==> config.mk <==
export PLATFORM = sky130hd
export DESIGN_NAME = uart_rx_deframer
export DESIGN_NICKNAME = d
export VERILOG_FILES = /design/src/rtl/uart_rx_deframer.sv
export SDC_FILE = /design/constraint.sdc
export NUM_CORES = 1
export LEC_CHECK = 0
export ABC_AREA = 1
export BUFFER_PORTS_ARGS = -buffer_cell sky130_fd_sc_hd__buf_2
export CORE_AREA = 8 8 69 83
export DETAILED_ROUTE_END_ITERATION = 8
export DIE_AREA = 0 0 77 91
export PLACE_DENSITY = 0.51
export REMOVE_ABC_BUFFERS = 1
export SYNTH_ARGS = -nofsm -noshare
export SYNTH_HDL_FRONTEND = slang
export SYNTH_SLANG_ARGS = --single-unit
==> constraint.sdc <==
create_clock -name clk -period 1.4 [get_ports clk]
set_input_delay 0.21 -clock clk [delete_from_list [all_inputs] [get_ports clk]]
set_output_delay 0.21 -clock clk [all_outputs]
set_load 0.05 [all_outputs]
==> src/rtl/uart_rx_deframer.sv <==
// uart_rx_deframer
//   Serial-to-parallel receiver for an on-chip UART link. Recovers one frame
//   (start 0, DATA_BITS data MSB-first, parity, stop 1), checks parity and stop,
//   and presents the raw frame, payload and error flags on a valid/ready output.
//   The serial line shares this clock domain, so there is no synchronizer.
//
// Ports
//   clk         rising-edge clock
//   rst_n       asynchronous active-low reset
//   data_rx     serial line, idle high
//   out_ready   consumer ready
//   out_valid   frame_out/data_out/parity_err/frame_err valid
//   frame_out   raw frame, bit FRAME_W-1 = start ... bit 0 = stop
//   data_out    payload = frame_out[FRAME_W-2:2]
//   parity_err  received parity differs from the computed parity
//   frame_err   stop bit sampled 0
//   overrun     one-cycle pulse when a completed frame is dropped
//   busy        receiver is inside a frame (not IDLE, not WAIT_HI)
//
// Handshake: a frame transfers on every clock edge where out_valid && out_ready.
//   While out_valid && !out_ready, every output except overrun/busy is held
//   stable. out_ready has no effect while out_valid is low.
module uart_rx_deframer #(
  parameter int CLKS_PER_BIT = 1,
  parameter int DATA_BITS    = 5,
  parameter int PARITY_ODD   = 0
) (
  input  logic                   clk,
  input  logic                   rst_n,
  input  logic                   data_rx,
  input  logic                   out_ready,
  output logic                   out_valid,
  output logic [DATA_BITS+2:0]   frame_out,
  output logic [DATA_BITS-1:0]   data_out,
  output logic                   parity_err,
  output logic                   frame_err,
  output logic                   overrun,
  output logic                   busy
);

  localparam int FRAME_W  = DATA_BITS + 3;
  localparam int BAUD_W   = $clog2(CLKS_PER_BIT) + 1;
  localparam int BIT_W    = $clog2(DATA_BITS) + 1;
  localparam int HALF_INT = (CLKS_PER_BIT - 1) / 2;

  localparam logic [BAUD_W-1:0] BAUD_FULL = BAUD_W'(CLKS_PER_BIT - 1);
  localparam logic [BAUD_W-1:0] BAUD_HALF = BAUD_W'(HALF_INT);
  localparam logic [BAUD_W-1:0] BAUD_ONE  = BAUD_W'(1);
  localparam logic [BIT_W-1:0]  BIT_LAST  = BIT_W'(DATA_BITS - 1);
  localparam logic [BIT_W-1:0]  BIT_ONE   = BIT_W'(1);
  localparam logic              PAR_ODD   = (PARITY_ODD != 0);

  typedef enum logic [2:0] {
    S_WAIT_HI = 3'd0,
    S_IDLE    = 3'd1,
    S_START   = 3'd2,
    S_DATA    = 3'd3,
    S_PARITY  = 3'd4,
    S_STOP    = 3'd5
  } state_t;

  state_t                r_state;
  logic [BAUD_W-1:0]     r_baud;
  logic [BIT_W-1:0]      r_bit;
  // Holds start, data and parity bits; the stop bit is taken live from data_rx.
  logic [FRAME_W-2:0]    r_shift;
  logic                  r_valid;
  logic [FRAME_W-1:0]    r_frame;
  logic                  r_perr;
  logic                  r_ferr;
  logic                  r_overrun;

  state_t                w_state_nxt;
  logic [BAUD_W-1:0]     w_baud_nxt;
  logic [BIT_W-1:0]      w_bit_nxt;
  logic [FRAME_W-2:0]    w_shift_nxt;
  logic                  w_done;
  logic                  w_baud_zero;
  logic [FRAME_W-2:0]    w_shift_in;
  logic                  w_par_calc;
  logic                  w_can_load;

  assign w_baud_zero = (r_baud == '0);
  assign w_shift_in  = {r_shift[FRAME_W-3:0], data_rx};
  assign w_par_calc  = (^r_shift[FRAME_W-3:1]) ^ PAR_ODD;
  assign w_can_load  = !r_valid || out_ready;

  always_comb begin
    w_state_nxt = r_state;
    w_baud_nxt  = r_baud;
    w_bit_nxt   = r_bit;
    w_shift_nxt = r_shift;
    w_done      = 1'b0;
    case (r_state)
      S_WAIT_HI: begin
        if (data_rx) w_state_nxt = S_IDLE;
      end
      S_IDLE: begin
        if (!data_rx) begin
          // With no half-bit wait the detect edge doubles as the start sample.
          if (HALF_INT == 0) begin
            w_state_nxt = S_DATA;
            w_baud_nxt  = BAUD_FULL;
            w_bit_nxt   = '0;
            w_shift_nxt = w_shift_in;
          end else begin
            w_state_nxt = S_START;
            w_baud_nxt  = BAUD_HALF;
          end
        end
      end
      S_START: begin
        if (!w_baud_zero) begin
          w_baud_nxt = r_baud - BAUD_ONE;
        end else if (data_rx) begin
          w_state_nxt = S_IDLE;  // low pulse shorter than half a bit
        end else begin
          w_state_nxt = S_DATA;
          w_baud_nxt  = BAUD_FULL;
          w_bit_nxt   = '0;
          w_shift_nxt = w_shift_in;
        end
      end
      S_DATA: begin
        if (!w_baud_zero) begin
          w_baud_nxt = r_baud - BAUD_ONE;
        end else begin
          w_shift_nxt = w_shift_in;
          w_baud_nxt  = BAUD_FULL;
          if (r_bit == BIT_LAST) w_state_nxt = S_PARITY;
          else                   w_bit_nxt   = r_bit + BIT_ONE;
        end
      end
      S_PARITY: begin
        if (!w_baud_zero) begin
          w_baud_nxt = r_baud - BAUD_ONE;
        end else begin
          w_shift_nxt = w_shift_in;
          w_baud_nxt  = BAUD_FULL;
          w_state_nxt = S_STOP;
        end
      end
      S_STOP: begin
        if (!w_baud_zero) begin
          w_baud_nxt = r_baud - BAUD_ONE;
        end else begin
          w_done = 1'b1;
          // A low stop bit may be a break; wait for the line to go high again.
          w_state_nxt = data_rx ? S_IDLE : S_WAIT_HI;
        end
      end
      default: w_state_nxt = S_WAIT_HI;
    endcase
  end

  always_ff @(posedge clk or negedge rst_n) begin
    if (!rst_n) begin
      r_state   <= S_WAIT_HI;
      r_baud    <= '0;
      r_bit     <= '0;
      r_shift   <= '0;
      r_valid   <= 1'b0;
      r_frame   <= '0;
      r_perr    <= 1'b0;
      r_ferr    <= 1'b0;
      r_overrun <= 1'b0;
    end else begin
      r_state   <= w_state_nxt;
      r_baud    <= w_baud_nxt;
      r_bit     <= w_bit_nxt;
      r_shift   <= w_shift_nxt;
      r_overrun <= 1'b0;
      if (w_done && w_can_load) begin
        r_frame <= {r_shift, data_rx};
        r_perr  <= r_shift[0] ^ w_par_calc;
        r_ferr  <= ~data_rx;
        r_valid <= 1'b1;
      end else if (w_done) begin
        r_overrun <= 1'b1;  // held frame untouched, new one dropped
      end else if (r_valid && out_ready) begin
        r_valid <= 1'b0;
      end
    end
  end

  assign out_valid  = r_valid;
  assign frame_out  = r_frame;
  assign data_out   = r_frame[FRAME_W-2:2];
  assign parity_err = r_perr;
  assign frame_err  = r_ferr;
  assign overrun    = r_overrun;
  assign busy       = (r_state != S_IDLE) && (r_state != S_WAIT_HI);

endmodule

==> results of run 1 <==
-- worst register-to-register path: cells and delay by family (launching register included) --
family / cells / cell delay (ns)
simple gates: 5 / 0.41
flops: 1 / 0.38
fa+ha+maj: 1 / 0.19
compound gates: 1 / 0.04
buf+inv: 1 / 0.08
-- state kept, by name (all words and copies together), names as in the netlist --
signal      cells
frame_out       8
r_shift         7
r_bit           4
r_state         3
frame_err       1
out_valid       1
overrun         1
parity_err      1
-- cell families (layout without fill, tap and decap cells) --
family	Yosys count	after routing	synth area share
simple gates	70	70	0.2478
flops	26	26	0.5093
buf+inv	26	47	0.09989
compound gates	22	22	0.1166
xor+xnor	1	1	0.006857
fa+ha+maj	2	2	0.01959
-- layout make-up --
cell class,instances,area share
Timing Repair Buffer,24,0.08971
Clock buffer,3,0.02716
Multi-Input combinational cell,95,0.3383
Sequential cell,26,0.4288
Tap cell,58,0.04774
Clock inverter,1,0.01975
Inverter,19,0.04856
-- per-layer routing --
layer  share of wire  vias to the layer above
met5               0                        -
met4          0.0090                        0
met3           0.054                        2
met2            0.50                       15
met1            0.43                      449
li1                -                      500
-- stage by stage --
step                hold slack, ns  utilization  setup TNS [ns]  cell area [µm²]  instances
detailed placement          0.2491       0.3154               0             1406        220
finish                      0.2202       0.3409        -0.03761             1520        226
CTS                         0.2172       0.3392        -0.04390             1513        226
global placement            0.2538       0.3154               0             1406        220
global route                0.2265       0.3409        -0.09501             1520        226
floorplan                 -0.08559            -        -0.01513             1221        140
-- placed cells by master (no fill, tap or decap), drive strengths merged --
cell type / count
dlygate4sd3: 1
xor2: 1
ha: 2
nand2: 46
clkbuf: 3
o21ai: 17
inv: 19
nor3b: 1
a21oi: 1
nand3: 14
nor2: 9
o21a: 3
bufinv: 1
o22ai: 1
buf: 23
dfrtp: 26
-- timing repair --
item / in CTS / in global routing
setup buffers: 1 / 0
endpoints found under the setup margin: 1 / 7
hold buffers: 1 / 0
endpoints found under the hold margin: 26 / 0
gates resized for setup: 5 / 3
-- synth_stat cells (all sizes together) --
cell	n
inv	19
nor3b	1
nand3	14
a21oi	1
nor2	9
dfrtp	26
o21a	3
o21ai	17
xor2	1
ha	2
nand2	46
o22ai	1
buf	7
-- worst paths after layout --
kind | startpoint | endpoint | slack [ns] | cells past startpoint
hold / removal | out_ready | overrun | 0.22 | 4
setup / recovery | r_state[0] | busy | -0.04 | 5
min in group asynchronous | rst_n | frame_out[7] | 0.47 | 2
max in group asynchronous | rst_n | r_state[1] | 0.51 | 2
hold reg to reg | frame_out[0] | frame_out[0] | 0.47 | 2
setup reg to reg | r_bit[0] | r_bit[3] | 0.19 | 8
==> impl_metrics.csv, run 1 <==
group,metric,value,unit
synth,yosysTopAreaCell,"dfrtp_1",
clock_tree,clk_path_buf_depth,2,
synth,synth-seq-cells,26,
synth,avgSynthCellArea,8.690,µm²
cells_and_area,register_area,651.9,µm²
worst_setup_path,critPathCaptureType,"output pin",
cells_and_area,drive_gt1_frac,0.2976,
worst_hold_path,hold_class,"in -> reg",
synth,synth_cells,147,
die,start_util,0.2865,
clock_tree,cts_tree,"yes",
placement,port_buffers,21,
outcome,violations,"setup timing",
synth,yosysSeqAreaShare,0.5093,
sta,setup_violations,1,
global_routing,overflow,0,
route,routed-via-count,966,
die,die_h,91,µm
synth,ys.warnings.count,0,
clock_tree,root_buffer,"clkbuf_8",
sta,fmax,695.6,MHz
placement,dp_hpwl,1.784,mm
run,drv_cap,0,
worst_setup_path,cp_cell_sequence,"inv_2, nor2_4, o21a_1, inv_1, buf_6",
worst_setup_path,crit_family,"flip-flops",
placement,dp_slack,0.1400,ns
die,coreArea,4459,µm²
outcome,status,"finished with violations",
global_routing,antenna_found_initial,0,
global_routing,grt_use_met1,0.08844,
clock_tree,worstSkewPairLatency,0.27,ns
die,die_w,77,µm
synth,synth_area,1277,µm²
sta,finalHoldViolCount,0,
clock_tree,clk_pin_slew,0.09,ns
global_routing,grt_pass1_wl,4.581,mm
sta,tightestPinTransition,0.5816,ns
sta,relSlewSlack,0.6123,
cells_and_area,num-fill-cells,472,
worst_setup_path,crit_slowest_cell,"dfrtp_1",
sta,rsz0062_at_grt,"yes",
sta,finalMaxSlewViolations,0,
clock_tree,cts_sinks,26,
cells_and_area,nets,175,
worst_setup_path,worstPathArrival,1.23,ns
cells_and_area,area_delta_synth_final,19.00,%
global_routing,grt_max_degree,27,
die,pin_count,22,
route,routed_wl,2.344,mm
worst_setup_path,cp.buffers_inverters,3,
route,drc_errors,0,
sta,period_minus_slack,1.438,ns
synth,netlist_top_cells_area,"dfrtp_1, nand2_1, o21ai_2",
route,drtAntennaViolNets,0,
worst_setup_path,cp.required,1.19,ns
global_routing,busiest_layer,"met2",
global_routing,met3_usage,0.02367,
sta,finalCritPeriodShare,1.027,
route,drtIter0Drc,25,
worst_setup_path,crit_type,"reg -> out",
clock_tree,numCtsBuffers,3,
synth,yosysUniqueCellTypes,21,
die,rows,27,
route,first_pass_iters,3,
cells_and_area,multi_input_area,514.2,µm²
synth,synth_top_cell_area_share,0.5093,
sta,worst_slack,-0.03761,ns
sta,skew,0.003761,ns
route,drt-wirelength-per-cell,10.37,µm
worst_setup_path,crit_path_max_fanout,3,
placement,routabilityCongestion,0.7979,
clock_tree,cts_max_level,1,
route,viasPerCell,4.274,
worst_setup_path,slowest_delay,0.44,ns
global_routing,gr-usage-met2,0.1299,
die,die_area,7007,µm²
global_routing,grt_pass1_vias,1011,
global_routing,grt.total_usage,0.07603,
worst_setup_path,cp-start-kind,"register",
cells_and_area,diodes,0,
Power of run 1 is left out: the tool's default activity adds up to more than one toggle a clock period on the data nets, which glitch-free logic cannot reach.
==> run 2: changes to the inputs <==
- REMOVE_ABC_BUFFERS: 1 -> not set
==> impl_metrics.csv, run 2 (synthesis results as in run 1) <==
group,metric,value,unit
clock_tree,clk_path_buf_depth,2,
global_routing,antenna_found_initial,0,
global_routing,grt_max_degree,27,
sta,period_minus_slack,1.432,ns
route,drc_errors,0,
worst_setup_path,crit_path_max_fanout,4,
sta,fin_tns_setup,-0.03229,ns
clock_tree,worstSkewPairLatency,0.27,ns
die,start_util,0.2865,
cells_and_area,area_delta_synth_final,17.83,%
cells_and_area,stdcell_area,1505,µm²
worst_setup_path,cp_cell_sequence,"nor2_4, o21a_1, inv_2, buf_8",
cells_and_area,layout_commonest_cell,"nand2_1",
worst_setup_path,critPathCaptureType,"output pin",
global_routing,grt.total_usage,0.07213,
route,routed_wl,2.359,mm
clock_tree,cts_sinks,26,
worst_setup_path,worstPathArrival,1.22,ns
cells_and_area,drive_gt1_frac,0.2994,
sta,skew,0.004915,ns
sta,setup_violations,1,
worst_setup_path,cp.buffers_inverters,2,
route,routed-via-count,980,
cells_and_area,largest_reg_flops,8,
sta,worst_slack,-0.03229,ns
die,pin_count,22,
worst_hold_path,hold_class,"in -> reg",
sta,relSlewSlack,0.6099,
outcome,status,"finished with violations",
die,die_h,91,µm
clock_tree,numCtsBuffers,3,
sta,finalHoldViolCount,0,
die,coreArea,4459,µm²
route,drt-wirelength-per-cell,10.48,µm
run,drv_cap,0,
route,first_pass_iters,4,
die,die_w,77,µm
placement,place_area,1399,µm²
synth,syn-num-nets,153,
cells_and_area,nets,174,
route,drtAntennaViolNets,0,
placement,dp_hpwl,1.773,mm
route,drtIter0Drc,28,
worst_setup_path,cp-start-kind,"register",
worst_setup_path,crit_slowest_cell,"dfrtp_2",
global_routing,grt_pass1_wl,4.291,mm
global_routing,grt_pass1_vias,919,
sta,tightestPinTransition,0.5851,ns
route,viasPerCell,4.356,
worst_setup_path,crit_type,"reg -> out",
sta,finalCritPeriodShare,1.023,
placement,routabilityCongestion,0.8594,
die,rows,27,
worst_setup_path,crit_family,"flip-flops",
worst_setup_path,cp.required,1.19,ns
outcome,violations,"setup timing",
clock_tree,cts_tree,"yes",
global_routing,overflow,0,
sta,finalMaxSlewViolations,0,
clock_tree,cts_max_level,1,
cells_and_area,diodes,0,
die,die_area,7007,µm²
clock_tree,clk_pin_slew,0.09,ns
sta,rsz0062_at_grt,"yes",
placement,port_buffers,21,
sta,fmax,698.2,MHz
clock_tree,root_buffer,"clkbuf_8",
worst_setup_path,slowest_delay,0.46,ns
cells_and_area,final_cell_mix,"nand2_1, dfrtp_1, buf_2",
-- run 2: what timing repair did --
action,4_1_cts,5_1_grt
hold endpoints to repair,26,0
buffers inserted,1,0
setup endpoints to repair,1,7
resized for setup,4,7
hold buffers,1,0
-- run 2: through the flow --
stage,hold WS (ns),setup WS [ns],cells,utilization
after floorplan,-0.08559,0.001995,147,-
after global placement,0.2605,0.1240,219,0.3137
after detailed placement,0.2600,0.1309,219,0.3137
after CTS,0.2191,-0.04864,225,0.3336
after global routing,0.2339,-0.08649,225,0.3375
final,0.2249,-0.03229,225,0.3375
-- run 2: area by class of cell --
type	instances	area (µm²)
clock buffer	4	55.05
fill	485	2954
inverter	19	73.82
multi-input combinational	95	519.2
sequential	26	651.9
tap	58	72.57
timing repair buffer	23	132.6
-- run 2: path summary, 6_finish.rpt --
check	start	to	slack, ns	cells after the start
min reg2reg	frame_out[0]	frame_out[0]	0.48	2
min in group asynchronous	rst_n	frame_out[7]	0.47	2
max	r_state[1]	busy	-0.03	4
max in group asynchronous	rst_n	r_state[1]	0.51	2
min	out_ready	overrun	0.22	4
max reg2reg	r_state[1]	r_shift[5]	0.15	6
-- run 2: worst min-delay path, delay by kind of cell --
family | cells | cell delay [ns]
buf+inv | 2 | 0.14
simple gates | 2 | 0.10
-- run 2: routing by layer --
metal,part of all wire,global-route usage,wire length [µm]
met1,0.44,0.08309,1037
met5,0,0,0
met2,0.48,0.1171,1125
met3,0.068,0.02860,160
met4,0.015,0.02839,36
Power of run 2 is left out for the same reason.
